==> src/rtl/mem_port_arbiter.sv <==
// mem_port_arbiter
//   Shares the core's single memory port between the instruction fetch unit
//   (IFU, read-only) and the load/store unit (LSU, read/write). One
//   transaction is outstanding at a time. Simultaneous requests are arbitrated
//   round-robin against the master that completed the last handshake.
//
// Ports
//   clk, rst_n            clock (rising edge) and asynchronous active-low reset
//   ifu_req_*/ifu_addr    IFU read request channel (valid/ready)
//   ifu_resp_*/ifu_rdata  IFU read response channel (valid/ready)
//   lsu_req_*/lsu_addr,
//   lsu_wen/wdata/wmask   LSU read/write request channel (valid/ready)
//   lsu_resp_*/lsu_rdata  LSU response channel: read data or write ack
//   mem_req_*/mem_addr,
//   mem_wen/wdata/wmask   request channel toward the memory slave
//   mem_resp_*/mem_rdata  response channel from the memory slave
//   grant                 current owner: 00 none, 01 IFU, 10 LSU
module mem_port_arbiter #(
  parameter int ADDR_W = 32,
  parameter int DATA_W = 32
) (
  input  logic                  clk,
  input  logic                  rst_n,

  input  logic                  ifu_req_valid,
  output logic                  ifu_req_ready,
  input  logic [ADDR_W-1:0]     ifu_addr,
  output logic                  ifu_resp_valid,
  input  logic                  ifu_resp_ready,
  output logic [DATA_W-1:0]     ifu_rdata,

  input  logic                  lsu_req_valid,
  output logic                  lsu_req_ready,
  input  logic [ADDR_W-1:0]     lsu_addr,
  input  logic                  lsu_wen,
  input  logic [DATA_W-1:0]     lsu_wdata,
  input  logic [DATA_W/8-1:0]   lsu_wmask,
  output logic                  lsu_resp_valid,
  input  logic                  lsu_resp_ready,
  output logic [DATA_W-1:0]     lsu_rdata,

  output logic                  mem_req_valid,
  input  logic                  mem_req_ready,
  output logic [ADDR_W-1:0]     mem_addr,
  output logic                  mem_wen,
  output logic [DATA_W-1:0]     mem_wdata,
  output logic [DATA_W/8-1:0]   mem_wmask,
  input  logic                  mem_resp_valid,
  output logic                  mem_resp_ready,
  input  logic [DATA_W-1:0]     mem_rdata,

  output logic [1:0]            grant
);

  typedef enum logic [1:0] {
    IDLE = 2'd0,
    REQ  = 2'd1,
    RESP = 2'd2
  } state_e;

  // Owner encoding: 0 = IFU, 1 = LSU.
  localparam logic OWNER_IFU = 1'b0;
  localparam logic OWNER_LSU = 1'b1;

  state_e      state_q, state_d;
  logic        owner_q, owner_d;
  logic        last_owner_q, last_owner_d;
  logic [1:0]  grant_q, grant_d;

  logic        owner_req_valid;
  logic        owner_resp_ready;
  logic        pick_lsu;

  assign owner_req_valid  = (owner_q == OWNER_LSU) ? lsu_req_valid  : ifu_req_valid;
  assign owner_resp_ready = (owner_q == OWNER_LSU) ? lsu_resp_ready : ifu_resp_ready;

  // LSU wins when it is the only requester, or on a tie when the IFU owned
  // the previous transaction. last_owner resets to IFU so the first tie
  // after reset goes to the LSU.
  assign pick_lsu = lsu_req_valid && (!ifu_req_valid || (last_owner_q == OWNER_IFU));

  // Next-state logic.
  always_comb begin
    state_d      = state_q;
    owner_d      = owner_q;
    last_owner_d = last_owner_q;
    grant_d      = grant_q;

    case (state_q)
      IDLE: begin
        grant_d = 2'b00;
        if (ifu_req_valid || lsu_req_valid) begin
          owner_d = pick_lsu ? OWNER_LSU : OWNER_IFU;
          grant_d = pick_lsu ? 2'b10 : 2'b01;
          state_d = REQ;
        end
      end

      REQ: begin
        // An owner that withdraws before the handshake simply loses the
        // grant; last_owner is only updated by a completed handshake.
        if (!owner_req_valid) begin
          state_d = IDLE;
          grant_d = 2'b00;
        end else if (mem_req_ready) begin
          state_d      = RESP;
          last_owner_d = owner_q;
        end
      end

      RESP: begin
        if (mem_resp_valid && owner_resp_ready) begin
          state_d = IDLE;
          grant_d = 2'b00;
        end
      end

      default: begin
        state_d = IDLE;
        grant_d = 2'b00;
      end
    endcase
  end

  always_ff @(posedge clk or negedge rst_n) begin
    if (!rst_n) begin
      state_q      <= IDLE;
      owner_q      <= OWNER_IFU;
      last_owner_q <= OWNER_IFU;
      grant_q      <= 2'b00;
    end else begin
      state_q      <= state_d;
      owner_q      <= owner_d;
      last_owner_q <= last_owner_d;
      grant_q      <= grant_d;
    end
  end

  assign grant = grant_q;

  // Channel steering. Everything is decoded from registered state, so in
  // IDLE (including while reset is held) every valid/ready/data output is 0.
  always_comb begin
    ifu_req_ready  = 1'b0;
    lsu_req_ready  = 1'b0;
    ifu_resp_valid = 1'b0;
    lsu_resp_valid = 1'b0;
    ifu_rdata      = '0;
    lsu_rdata      = '0;
    mem_req_valid  = 1'b0;
    mem_addr       = '0;
    mem_wen        = 1'b0;
    mem_wdata      = '0;
    mem_wmask      = '0;
    mem_resp_ready = 1'b0;

    case (state_q)
      REQ: begin
        mem_req_valid = owner_req_valid;
        if (owner_q == OWNER_LSU) begin
          mem_addr      = lsu_addr;
          mem_wen       = lsu_wen;
          mem_wdata     = lsu_wdata;
          mem_wmask     = lsu_wmask;
          lsu_req_ready = mem_req_ready;
        end else begin
          mem_addr      = ifu_addr;
          ifu_req_ready = mem_req_ready;
        end
      end

      RESP: begin
        mem_resp_ready = owner_resp_ready;
        if (owner_q == OWNER_LSU) begin
          lsu_resp_valid = mem_resp_valid;
          lsu_rdata      = mem_rdata;
        end else begin
          ifu_resp_valid = mem_resp_valid;
          ifu_rdata      = mem_rdata;
        end
      end

      default: ;
    endcase
  end

endmodule

==> config.mk <==
export PLATFORM = sky130hd
export DESIGN_NAME = mem_port_arbiter
export DESIGN_NICKNAME = d
export VERILOG_FILES = /design/src/rtl/mem_port_arbiter.sv
export SDC_FILE = /design/constraint.sdc
export NUM_CORES = 1
export LEC_CHECK = 0
export ABC_AREA = 1
export CAP_MARGIN = 15
export CORE_AREA = 3 3 108 110
export CTS_CLUSTER_SIZE = 16
export DETAILED_ROUTE_END_ITERATION = 7
export DIE_AREA = 0 0 111 113
export PLACE_DENSITY = 0.64
export RECOVER_POWER = 100
export SLEW_MARGIN = 0
export SYNTH_ARGS = -nofsm -noshare
export SYNTH_HDL_FRONTEND = slang
export SYNTH_SLANG_ARGS = --single-unit
==> constraint.sdc <==
create_clock -name clk -period 1.89 [get_ports clk]
set_input_delay 0.378 -clock clk [delete_from_list [all_inputs] [get_ports clk]]
set_output_delay 0.378 -clock clk [all_outputs]
set_load 0.01 [all_outputs]
==> impl_results.md <==
- CTS Sinks: 6
- Placed wire-length estimate: 8297 um
- I/O pin count: 282
- Max IR drop VDD: 0.0004109 V
- Post-Synth XOR/XNOR Area: 0%
- Largest family of logic cells by synthesized area: simple AND/OR/NAND/NOR gates
- WL/cell: 13.47 um
- Final worst slack: 15.51 ps
- Crit path time final: 1874 ps
- Critical Path RT: 1510 ps
- Share of layout cells above drive strength 1: 34.00%
- WL final: 10,640 um
- Initial core utilization: 15.77%
- Global placement routability congestion: 0.8589
- Worst-Skew Late Latency: 230 ps
- Die W: 111 um
- Leak pwr: 0.002372 uW
- Mapped Nets: 481
- NumNets Final: 792
- Worst slack at placement: -217.6 ps
- Number of setup violations in the final report: 0
- Max_slew headroom: 81.56%
- CTS Buf Count: 3
- Sw Ratio: 49.54%
- Post-synthesis compound-gate area fraction: 15.29%
- CTS tree: built
- GRT overflow: 0
- Status: complete, no violations
- Yosys cell types: 23
- Setup Total Neg Slack: 0 ps
- Endpoints failing hold: 0
- Die area: 12,540 sq um
- H-tree depth: 1
- Worst Setup End Kind: output pin
- Worst EP arrival: 1500 ps
- Clock Pin Slew Worst Setup and Hold Paths: 40 ps
- Antenna violation net count after detailed routing: 0
- Critical Path Fanout Max: 16
- Via count: 3,229
- F_max: 533.5 MHz
- Synth Area in Adders: 0%
- Layout area overhead: 166.0%
- Post-synthesis mux area share: 0%
- Switch Pwr: 2363 uW
- Cells after Synth: 340
- Slew Limit Fails: 0
- Largest net degree at the start of global routing: 25
- Power Density: 1054 nW/um^2
- Initial antenna violation count: 0
- Register area share after synthesis: 8.824%
- Synth Register Bits: 6
- Crit Path Class: flip-flop to output pin
- CP startpoint kind: flip-flop
- Max Cap Violations: 0
- Leading area contributor after synthesis: nand2_1
- Dominant cells by area after synthesis: nand2_1 (25%), nor2_1 (23%), buf_6 (9.3%)
- Internal Pwr Total: 2407 uW
- Simple-gate portion of the synthesized area: 53.24%
- Synth Warn #: 0
- First-pass GRT wire length: 15,990 um
- Drt first pass iters: 4
- RSZ-0062 raised after global routing: yes
- CTS Root Cell: clkbuf_8
- Worst Tran Pin Value: 275.7 ps
- Fill cells: 1,151
- Die height: 113 um
- Vias in the first global route: 3,292
- Clock power frac: 4.3%
- Cell Area, Synth: 1702 sq um
- DR vias/cell: 4.087
- Clk_skew: 10.62 ps
- Hold Path Class: input port to async pin
- Antenna diode count: 0
- GRT Total Usage: 15.41%
- Drc violations: 0
- Bufs on Longest Clock Path: 2
- Detailed Route Iter0 Violations: 91
- Synth top area share: 25.37%
- Comb power frac: 90.4%
- Buffers on Ports: 281
- Reg power frac: 5.3%
- Final period utilization: 99.18%
- Core area: 10,790 sq um
- Num rows: 38
- Mean post-synth cell area: 5.005 sq um
[what timing repair did]
action | CTS | global route
pin swaps | 3 | 2
buffers inserted | 8 | 4
gates resized for setup | 215 | 228
hold buffers | 0 | 0
setup endpoints to repair | 139 | 124
gates cloned | 4 | 1
[cell families after synthesis]
| group | Yosys count |
|---|---|
| compound gates | 38 |
| buf+inv | 68 |
| flops | 6 |
| simple gates | 228 |
[synth_stat cells]
library cell and count:
nor3_2 1, inv_4 1, o21ai_1 1, nor2_1 103, dfrtp_1 6, a21oi_2 17
buf_6 14, nand3_1 1, inv_2 3, nor3_1 1, nand3_2 1, buf_4 4
o21bai_1 1, buf_2 6, nand2_2 1, nor2_4 2, nand2_1 115, o21ai_2 1
a21oi_1 17, inv_1 40, nand2_4 2, and3_1 1, o21ai_0 1
[layer usage]
metal	vias to the layer above	share of wire, %	track usage (%)
met5	-	0	0
met4	0	1.0	2.956
met3	8	8.2	3.797
met2	165	55	31.72
met1	1430	36	15.59
li1	1626	-	-
[final cells by class]
| class | count | area, sq um | area share (%) |
|---|---|---|---|
| repair buffers | 327 | 2708 | 59.83 |
| inverters | 44 | 175.2 | 3.871 |
| flip-flops and latches | 6 | 151.4 | 3.345 |
| multi-input cells | 269 | 1271 | 28.09 |
| clock buffers | 4 | 45.04 | 0.9953 |
| well taps | 140 | 175.2 | 3.871 |
[power groups by stage]
stage | logic, uW | registers (uW) | clock network [uW]
floorplan | 1990 | 242 | 0
global placement | 4140 | 248 | 0
detailed placement | 4170 | 249 | 0
CTS | 4280 | 254 | 213
global route | 4680 | 261 | 222
finish | 4310 | 252 | 206
[worst max-delay path: stages, from the launching register on]
cell,delay (ps)
dfrtp_2,450
buf_4,170
buf_16,150
o21ai_4,160
nand2_2,60
inv_1,50
clkdlybuf4s15_2,220
[registers in the layout, indices dropped and copies added, names as in the netlist]
name          count
grant             2
state_q           2
last_owner_q      1
owner_q           1
[metrics by stage]
stage	hold WS, ps	total power, uW	utilization [%]	instance area (sq um)	std cells
floorplan	82.41	2233	-	1702	340
global placement	463.0	4387	44.25	4776	769
detailed placement	474.8	4423	44.25	4776	769
CTS	395.4	4747	45.24	4882	785
global route	477.2	5164	41.93	4526	790
finish	459.1	4769	41.93	4526	790
[final timing paths]
kind | cells after the start | start | endpoint | slack (ps)
worst max-delay path | 6 | owner_q | mem_req_valid | 20
worst min-delay path | 1 | rst_n | state_q[1] | 460
worst max register to register | 9 | owner_q | grant[1] | 490
worst min register to register | 2 | grant[1] | grant[1] | 480
max in group asynchronous | 1 | rst_n | owner_q | 1200
min in group clk | 2 | grant[1] | grant[1] | 480
[cell usage in the layout (no fill, tap or decap), types with 2 or more instances in the layout]
cell type / synthesis / layout
inv_1: 40 / 40
dlygate4sd2_1: 0 / 3
clkdlybuf4s15_1: 0 / 3
clkdlybuf4s15_2: 0 / 4
a21oi_2: 17 / 21
a21oi_1: 17 / 13
nor2_2: 0 / 2
nor2_1: 103 / 101
nand2_1: 115 / 115
clkbuf_2: 0 / 113
buf_12: 0 / 11
buf_2: 6 / 16
clkdlybuf4s50_1: 0 / 140
clkbuf_8: 0 / 3
nand2_8: 0 / 5
dlygate4sd3_1: 0 / 2
nor2_4: 2 / 2
dfrtp_1: 6 / 5
buf_4: 4 / 31
inv_2: 3 / 2
Power figures use the tool's default switching activity.
